## config.mk

```make
export PLATFORM = sky130hd
export DESIGN_NAME = mix_mem_arbiter
export DESIGN_NICKNAME = d
export VERILOG_FILES = /design/src/rtl/mix_mem_arbiter.sv
export SDC_FILE = /design/constraint.sdc
export NUM_CORES = 1
export LEC_CHECK = 0
export ABC_AREA = 1
export CORE_AREA = 2 2 115 117
export CTS_BUF_LIST = sky130_fd_sc_hd__clkbuf_4 sky130_fd_sc_hd__clkbuf_8 sky130_fd_sc_hd__clkbuf_16
export DETAILED_ROUTE_END_ITERATION = 8
export DIE_AREA = 0 0 117 119
export PLACE_DENSITY = 0.72
export SLEW_MARGIN = 20
export SYNTH_ARGS = -nofsm -noshare
export SYNTH_HDL_FRONTEND = slang
export SYNTH_SLANG_ARGS = --single-unit
```

## constraint.sdc

```tcl
create_clock -name clk -period 5.23 [get_ports clk]
set_input_delay 1.046 -clock clk [delete_from_list [all_inputs] [get_ports clk]]
set_output_delay 1.046 -clock clk [all_outputs]
set_load 0.03 [all_outputs]
```

## src/rtl/mix_mem_arbiter.sv

```systemverilog
// mix_mem_arbiter
// ---------------
// Single-port arbiter in front of the 4096 x 31-bit MIX core memory. The CPU
// execution path and NDEV device channels (0=IN, 1=OUT, 2=SRAM) share the one
// read/write port.
//
// Grant policy, evaluated every cycle from the live requests and the
// registered state:
//   1. A device that has been denied for MAX_WAIT or more consecutive cycles
//      is urgent; urgent devices win over everything, round-robin from rr_ptr.
//   2. Otherwise the CPU wins when it requests.
//   3. Otherwise a requesting device wins, round-robin from rr_ptr.
//
// Handshake: a requester raises req with we/addr/wdata and holds all of them
// stable until it sees its gnt. The access is performed in the gnt cycle; the
// requester may drop or change the request on the following cycle. A read
// grant is answered one cycle later by a one-cycle rvalid pulse to that same
// requester, while rdata carries the memory output. Writes return no rvalid.
//
// Ports:
//   clk, reset                 clock, synchronous active-high reset
//   cpu_req/we/addr/wdata      CPU request
//   cpu_gnt, cpu_stall         CPU grant this cycle, request pending but denied
//   cpu_rvalid                 CPU read data valid on rdata
//   dev_req/we                 per-device request and write flag
//   dev_addr, dev_wdata        packed per-device address / write data
//   dev_gnt, dev_rvalid        one-hot device grant / read-data valid
//   rdata                      shared read data (= mem_rdata)
//   mem_addr/we/wdata          memory port, driven by the granted requester
//   mem_rdata                  memory output, 1 cycle after the address
module mix_mem_arbiter #(
    parameter int AW       = 12,
    parameter int DW       = 31,
    parameter int NDEV     = 3,
    parameter int MAX_WAIT = 8
) (
    input  logic               clk,
    input  logic               reset,
    input  logic               cpu_req,
    input  logic               cpu_we,
    input  logic [AW-1:0]      cpu_addr,
    input  logic [DW-1:0]      cpu_wdata,
    output logic               cpu_gnt,
    output logic               cpu_stall,
    output logic               cpu_rvalid,
    input  logic [NDEV-1:0]    dev_req,
    input  logic [NDEV-1:0]    dev_we,
    input  logic [NDEV*AW-1:0] dev_addr,
    input  logic [NDEV*DW-1:0] dev_wdata,
    output logic [NDEV-1:0]    dev_gnt,
    output logic [NDEV-1:0]    dev_rvalid,
    output logic [DW-1:0]      rdata,
    output logic [AW-1:0]      mem_addr,
    output logic               mem_we,
    output logic [DW-1:0]      mem_wdata,
    input  logic [DW-1:0]      mem_rdata
);

    localparam int PW = (NDEV > 1) ? $clog2(NDEV) : 1;

    // Registered state
    logic [PW-1:0]   rr_ptr_q, rr_ptr_d;
    logic [3:0]      wait_cnt_q [NDEV];
    logic [3:0]      wait_cnt_d [NDEV];
    logic            cpu_rvalid_q, cpu_rvalid_d;
    logic [NDEV-1:0] dev_rvalid_q, dev_rvalid_d;

    // Arbitration intermediates
    logic [NDEV-1:0] urgent;
    logic            urg_found, req_found;
    logic [PW-1:0]   urg_idx, req_idx;
    logic            dev_sel;
    logic [PW-1:0]   dev_idx;
    int              cand;

    always_comb begin
        for (int i = 0; i < NDEV; i++) begin
            urgent[i] = dev_req[i] & (wait_cnt_q[i] >= 4'(MAX_WAIT));
        end
    end

    // Two round-robin searches starting at rr_ptr: one over urgent devices,
    // one over all requesting devices. The first hit in rotation order wins.
    always_comb begin
        urg_found = 1'b0;
        urg_idx   = '0;
        req_found = 1'b0;
        req_idx   = '0;
        cand      = 0;
        for (int k = 0; k < NDEV; k++) begin
            cand = int'(rr_ptr_q) + k;
            if (cand >= NDEV) begin
                cand = cand - NDEV;
            end
            if (!urg_found && urgent[cand]) begin
                urg_found = 1'b1;
                urg_idx   = PW'(cand);
            end
            if (!req_found && dev_req[cand]) begin
                req_found = 1'b1;
                req_idx   = PW'(cand);
            end
        end
    end

    // Grant selection; nothing is granted while reset is high.
    always_comb begin
        cpu_gnt = 1'b0;
        dev_sel = 1'b0;
        dev_idx = '0;
        dev_gnt = '0;
        if (!reset) begin
            if (urg_found) begin
                dev_sel = 1'b1;
                dev_idx = urg_idx;
            end else if (cpu_req) begin
                cpu_gnt = 1'b1;
            end else if (req_found) begin
                dev_sel = 1'b1;
                dev_idx = req_idx;
            end
            if (dev_sel) begin
                dev_gnt[dev_idx] = 1'b1;
            end
        end
    end

    // Memory port mux. With no grant the port is parked at address 0, no write.
    // Since grants are suppressed during reset, mem_we is also 0 then.
    always_comb begin
        mem_addr  = '0;
        mem_we    = 1'b0;
        mem_wdata = '0;
        if (cpu_gnt) begin
            mem_addr  = cpu_addr;
            mem_we    = cpu_we;
            mem_wdata = cpu_wdata;
        end else if (dev_sel) begin
            mem_addr  = dev_addr[int'(dev_idx)*AW +: AW];
            mem_we    = dev_we[dev_idx];
            mem_wdata = dev_wdata[int'(dev_idx)*DW +: DW];
        end
    end

    // Next-state logic
    always_comb begin
        rr_ptr_d = rr_ptr_q;
        if (dev_sel) begin
            rr_ptr_d = (dev_idx == PW'(NDEV - 1)) ? '0 : dev_idx + PW'(1);
        end

        // Aging counts consecutive denied cycles and saturates at 15.
        for (int i = 0; i < NDEV; i++) begin
            wait_cnt_d[i] = wait_cnt_q[i];
            if (!dev_req[i] || dev_gnt[i]) begin
                wait_cnt_d[i] = 4'd0;
            end else if (wait_cnt_q[i] != 4'hF) begin
                wait_cnt_d[i] = wait_cnt_q[i] + 4'd1;
            end
        end

        cpu_rvalid_d = cpu_gnt & ~cpu_we;
        dev_rvalid_d = dev_gnt & ~dev_we;
    end

    always_ff @(posedge clk) begin
        if (reset) begin
            rr_ptr_q     <= '0;
            cpu_rvalid_q <= 1'b0;
            dev_rvalid_q <= '0;
            for (int i = 0; i < NDEV; i++) begin
                wait_cnt_q[i] <= 4'd0;
            end
        end else begin
            rr_ptr_q     <= rr_ptr_d;
            cpu_rvalid_q <= cpu_rvalid_d;
            dev_rvalid_q <= dev_rvalid_d;
            for (int i = 0; i < NDEV; i++) begin
                wait_cnt_q[i] <= wait_cnt_d[i];
            end
        end
    end

    assign cpu_stall  = cpu_req & ~cpu_gnt;
    assign cpu_rvalid = cpu_rvalid_q;
    assign dev_rvalid = dev_rvalid_q;
    assign rdata      = mem_rdata;

endmodule

```

==> impl_metrics.toml, run 1 <==
[outcome]
status = "finished, final reports clean"

[global_routing]
use_met1_pct = 23.66
antenna_found_initial = 0
grt_overflow = 0
grt-busiest-layer = "met2"
track_usage_pct = 18.00
use_met3_pct = 4.275
grt_pass1_wl_um = 19810
grt.met2_usage_pct = 30.35
first_global_vias = 3829
grt_max_degree = 33

[place]
port_buffers = 234
placed_area_um2 = 5266
hpwl_um = 10170
gp_congestion = 0.8491
dp_cells = 943
preCtsSetupSlack_ps = 266.8

[logic_synthesis]
yosysUniqueCellTypes = 36
syn_avg_cell_area_um2 = 5.384
synthFlopType = "dfxtp_1"
synthTopCellsByArea = "nand2_1 28%, nand3_1 14%, dfxtp_1 11%, buf_4 9.8%, inv_1 9.1%"
synth_common_cells = "232 x nand2_1, 86 x nand3_1, 76 x inv_1, 41 x buf_4"
async_reset_ff_share_pct = 0
ys_warn_count = 0
synth_most_common_cell = "nand2_1"
ys_seq_area_share_pct = 11.46
synth_edf_count = 0
ys_ff_latch = 18
synth_top_area_share_pct = 27.70
syn_inst = 584
syn-num-nets = 803
synth.cell_area_um2 = 3144
post-synth-top-area-cell = "nand2_1"

[floorplanning]
num_rows = 42
die-width_um = 117
ios = 297
initial_utilization_pct = 24.42
die_height_um = 119
core_um2 = 12870
dieArea_um2 = 13920

[power_and_ir_drop]
internal_power_mw = 1.299
p_clk_share_pct = 5.3
power_density_nw_per_um2 = 600.3
p_comb_share_pct = 89.2
p_seq_share_pct = 5.5
ir_worst_vdd_uv = 288.2
power.total_mw = 3.220
p_sw_share_pct = 59.64
p_leak_nw = 2.680
p_sw_mw = 1.920

[sta]
period_share_pct = 93.44
fin_ws_ps = 343.0
tns_ps = 0
timing.fmax_mhz = 204.6
rsz0062_at_grt = "false"
clock_skew_ps = 1.936
relSlewSlack_pct = 65.67
final_max_slew_viol_count = 0
tightestPinTransition_ps = 513.8
hold_violations = 0
setup_violations = 0
finalCriticalPeriod_ps = 4887

[routing]
avgRoutedWirePerCell_um = 13.52
dr.first_iter.drc_count = 178
drt_first_pass_iters = 4
vias = 4153
wl_um = 12800
vias_per_cell = 4.385
drc = 0
antenna_left = 0

[setup_path]
reg2reg_depth = 15
crit_top_cell = "nand2_1"
cp.arrival_ps = 3840
start_kind = "input port"
slowest_delay_ps = 670
cp_slowest_cell = "clkdlybuf4s50_1"
worstPathRequired_ps = 4180
rrSetupSlack_ps = 2350
crit_path_start = "dev_req[2]"
worstPathMaxFanout = 16
regToRegStartpoint = "rr_ptr_q[0]"
cp-end-kind = "output port"
path_cells = "clkdlybuf4s50_1 -> nand2_1 -> inv_1 -> nand3_1 -> nand2_1 -> inv_2 -> nand2_2 -> nor2_2 -> nand2_1 -> nand2_1 -> a21oi_4 -> o211ai_1 -> nand2_1 -> clkdlybuf4s50_1"
crit-reg2reg-capture = "wait_cnt_q[0][3]"
crit_type = "in2out"
crit_end = "mem_addr[10]"

[finish]
drive_gt1_share_pct = 10.77
diodes = 0
instances_no_fill = 947
fin_area_um2 = 5364
nNetsFinal = 991
areaGrowthSynthToFinish_pct = 70.59

[worst_hold_path]
whs_path_depth = 2
min_path_type = "reg2reg"

[clocking]
cts_tree = "done"
post_cts_buffers = 0
clkTransAtPathRegs_ps = 50
ctsResizeCount = 0
cts_buffers = 3
clock_latency_ps = 250
htree_levels = 1
hold_buffers = 0
cts_buffer_depth = 2
cts_sinks = 18
clock-root-buffer = "clkbuf_16"

[flow_run]
drv_cap = 0
==> worst max-delay path, delay by kind of cell <==
kind | cells | cell delay [ps]
buffers and inverters | 4 | 1390
and+or+nand+nor | 8 | 740
AOI/OAI and AO/OA | 2 | 630
==> per-stage QoR <==
stage | utilization [%] | hold slack, ps
global route | 41.66 | 519.2
detailed placement | 40.90 | 483.8
global placement | 40.90 | 474.3
finish | 41.66 | 492.1
CTS | 41.59 | 492.2
floorplan | - | 456.7
==> power by group through the flow <==
stage	logic (mW)	registers [mW]	clock network, mW
finish	2.87	0.177	0.170
global route	3.16	0.180	0.180
CTS	2.90	0.177	0.173
detailed placement	2.90	0.180	0
global placement	2.88	0.179	0
floorplan	1.99	0.197	0
==> logic make-up after synthesis <==
logic type,share of synthesized area (%)
DFF,11.46
adders and majority gates,2.388
muxes,0.3184
buffers and inverters,23.68
xor gates and xnor gates,0.8358
and+or+nand+nor,50.90
AOI/OAI and AO/OA,10.43
==> worst min path at each step <==
| stage | start | to | slack (ps) |
|---|---|---|---|
| 6_report | rr_ptr_q[0] | rr_ptr_q[0] | 490 |
| 5_1_grt | wait_cnt_q[0][9] | wait_cnt_q[0][9] | 520 |
| 4_1_cts | rr_ptr_q[0] | rr_ptr_q[0] | 490 |
| 3_5_place_dp | rr_ptr_q[0] | rr_ptr_q[0] | 480 |
| 3_3_place_gp | wait_cnt_q[0][9] | wait_cnt_q[0][9] | 470 |
| 2_1_floorplan | rr_ptr_q[0] | rr_ptr_q[0] | 460 |
==> final cells by class <==
type | instances | area (um2)
inverters | 83 | 316.6
clock buffers | 4 | 88.84
repair buffers | 243 | 2330
well taps | 176 | 220.2
flip-flops and latches | 18 | 360.3
multi-input cells | 423 | 2048
fillers | 1399 | 7511
==> placed cells by master (no fill, tap or decap), drive strengths merged, types with 2 or more instances in the layout <==
master / synthesis / final
ha: 6 / 6
clkdlybuf4s50: 0 / 202
buf: 55 / 41
nand4: 2 / 2
xnor2: 2 / 2
nor3: 2 / 2
o21ai: 7 / 7
or2: 18 / 18
clkbuf: 5 / 4
nand3: 90 / 90
nor2: 20 / 20
a21oi: 9 / 9
inv: 83 / 83
o211ai: 14 / 14
nand2: 234 / 234
a22oi: 14 / 14
dfxtp: 18 / 18
==> registers in the layout (all words and copies together) (netlist names) <==
name	count
rr_ptr_q	2
cpu_rvalid	1
dev_rvalid	3
wait_cnt_q	12
==> metal layers <==
| layer | vias up | part of all wire (%) |
|---|---|---|
| met1 | 1822 | 44 |
| met4 | 0 | 0.68 |
| met5 | - | 0 |
| met2 | 147 | 48 |
| li1 | 2173 | - |
| met3 | 11 | 7.7 |
(Power assumes the default switching activity.)
==> run 2: changes to the inputs <==
==> constraint.sdc (replaced) <==
create_clock -name clk -period 6.25 [get_ports clk]
set_input_delay 1.25 -clock clk [delete_from_list [all_inputs] [get_ports clk]]
set_output_delay 1.25 -clock clk [all_outputs]
set_load 0.03 [all_outputs]
==> impl_metrics.toml, run 2 (same netlist as run 1, synthesis figures left out) <==
[clocking]
cts_buffer_depth = 2
clkTransAtPathRegs_ps = 50
cts_tree = "done"
htree_levels = 1
hold_buffers = 0
cts_buffers = 3
ctsResizeCount = 0
post_cts_buffers = 0
clock-root-buffer = "clkbuf_16"
cts_sinks = 18
clock_latency_ps = 250

[sta]
timing.fmax_mhz = 175.9
period_share_pct = 90.94
hold_violations = 0
clock_skew_ps = 1.392
fin_ws_ps = 566.0
relSlewSlack_pct = 61.11
rsz0062_at_grt = "false"
setup_violations = 0
holdWs_ps = 495.0
final_max_slew_viol_count = 0
tns_ps = 0
tightestPinTransition_ps = 582.4
finalCriticalPeriod_ps = 5684

[finish]
drive_gt1_share_pct = 6.372
final_util_pct = 42.20
regMostFlops = "wait_cnt_q"
mostFrequentLayoutCell = "clkdlybuf4s50_1"
fillCellCount = 1353
largest_reg_flops = 12
nNetsFinal = 989
instances_no_fill = 945
diodes = 0
areaGrowthSynthToFinish_pct = 72.78
final_cell_mix = "234 x clkdlybuf4s50_1, 232 x nand2_1, 86 x nand3_1"

[routing]
drt_first_pass_iters = 5
vias_per_cell = 4.346
avgRoutedWirePerCell_um = 13.62
antenna_left = 0
vias = 4107
dr.first_iter.drc_count = 252
drc = 0
wl_um = 12870

[global_routing]
grt_pass1_wl_um = 19980
first_global_vias = 3988
track_usage_pct = 17.92
antenna_found_initial = 0
grt_overflow = 0
grt_max_degree = 46

[floorplanning]
initial_utilization_pct = 24.42
die-width_um = 117
ios = 297
core_um2 = 12870
num_rows = 42
dieArea_um2 = 13920
die_height_um = 119

[worst_hold_path]
min_path_type = "reg2reg"
min_to = "wait_cnt_q[0][9]"
whs_path_depth = 2
hp-start = "wait_cnt_q[0][9]"

[place]
port_buffers = 234
dp_cells = 941
preCtsSetupSlack_ps = 656.1
hpwl_um = 10360
gp_congestion = 0.8294

[setup_path]
start_kind = "input port"
reg2reg_depth = 14
worstPathRequired_ps = 5000
crit-reg2reg-capture = "wait_cnt_q[0][1]"
cp.arrival_ps = 4430
rrSetupSlack_ps = 3420
crit_type = "in2out"
worstPathMaxFanout = 45
cp-end-kind = "output port"
regToRegStartpoint = "rr_ptr_q[0]"

[flow_run]
drv_cap = 0

[power_and_ir_drop]
ir_worst_vdd_uv = 247.5
power_density_nw_per_um2 = 507.9
p_leak_nw = 2.621

[outcome]
status = "finished, final reports clean"
==> run 2: changes by cell type in the layout (fill, tap and decap cells not counted) <==
cell	change
buf_4	-35
nand4_4	-1
clkdlybuf4s50_1	+32
buf_12	+1
nand4_2	+1
==> run 2: area by class of cell <==
cell class	instances	area (um2)	area share, %
clock buffer	4	88.84	1.635
inverter	83	316.6	5.827
multi-input combinational	423	2039	37.54
sequential	18	360.3	6.633
tap	176	220.2	4.053
timing repair buffer	241	2407	44.31
==> run 2: worst max-delay path, cell delays in order <==
cell             delay (ps)
clkdlybuf4s50_1         590
nand2_1                 120
o21ai_1                 200
nand2_2                 120
nand3_1                 100
o21ai_1                 100
nor2_4                  190
nand3_4                 250
inv_4                   480
nand2_1                 110
nand2_1                  90
nand2_1                  50
nand2_1                  70
clkdlybuf4s50_1         660
==> run 2: report_power, final <==
group / total, mW / internal (mW) / switching [mW]
clock: 0.141 / 0.0973 / 0.0434
sequential: 0.147 / 0.136 / 0.0113
combinational: 2.47 / 0.917 / 1.55
==> run 2: worst max-delay path by stage <==
stage                from       endpoint  slack, ps  cells after the start
3_5_place_dp   dev_req[2]  mem_wdata[17]        660                     16
3_3_place_gp   dev_req[2]  mem_wdata[17]        690                     16
4_1_cts        dev_req[2]   mem_wdata[9]        580                     14
2_1_floorplan  dev_req[1]   mem_addr[10]       2380                     13
6_report       dev_req[2]   mem_wdata[8]        570                     14
5_1_grt        dev_req[2]  mem_wdata[12]        290                     16
==> run 2: stage by stage <==
stage | cell area, um2 | power (mW)
detailed placement | 5344 | 2.626
finish | 5433 | 2.759
floorplan | 3144 | 1.827
CTS | 5433 | 2.780
global placement | 5344 | 2.635
global route | 5433 | 2.994
==> run 2: routing by layer <==
metal / wire length [um] / global-route usage [%] / up-vias / part of all wire (%)
met4: 190 / 3.309 / 0 / 1.5
met5: 0 / 0 / - / 0
met2: 6133 / 31.25 / 174 / 48
li1: - / - / 2163 / -
met3: 1002 / 3.511 / 16 / 7.8
met1: 5547 / 22.83 / 1754 / 43
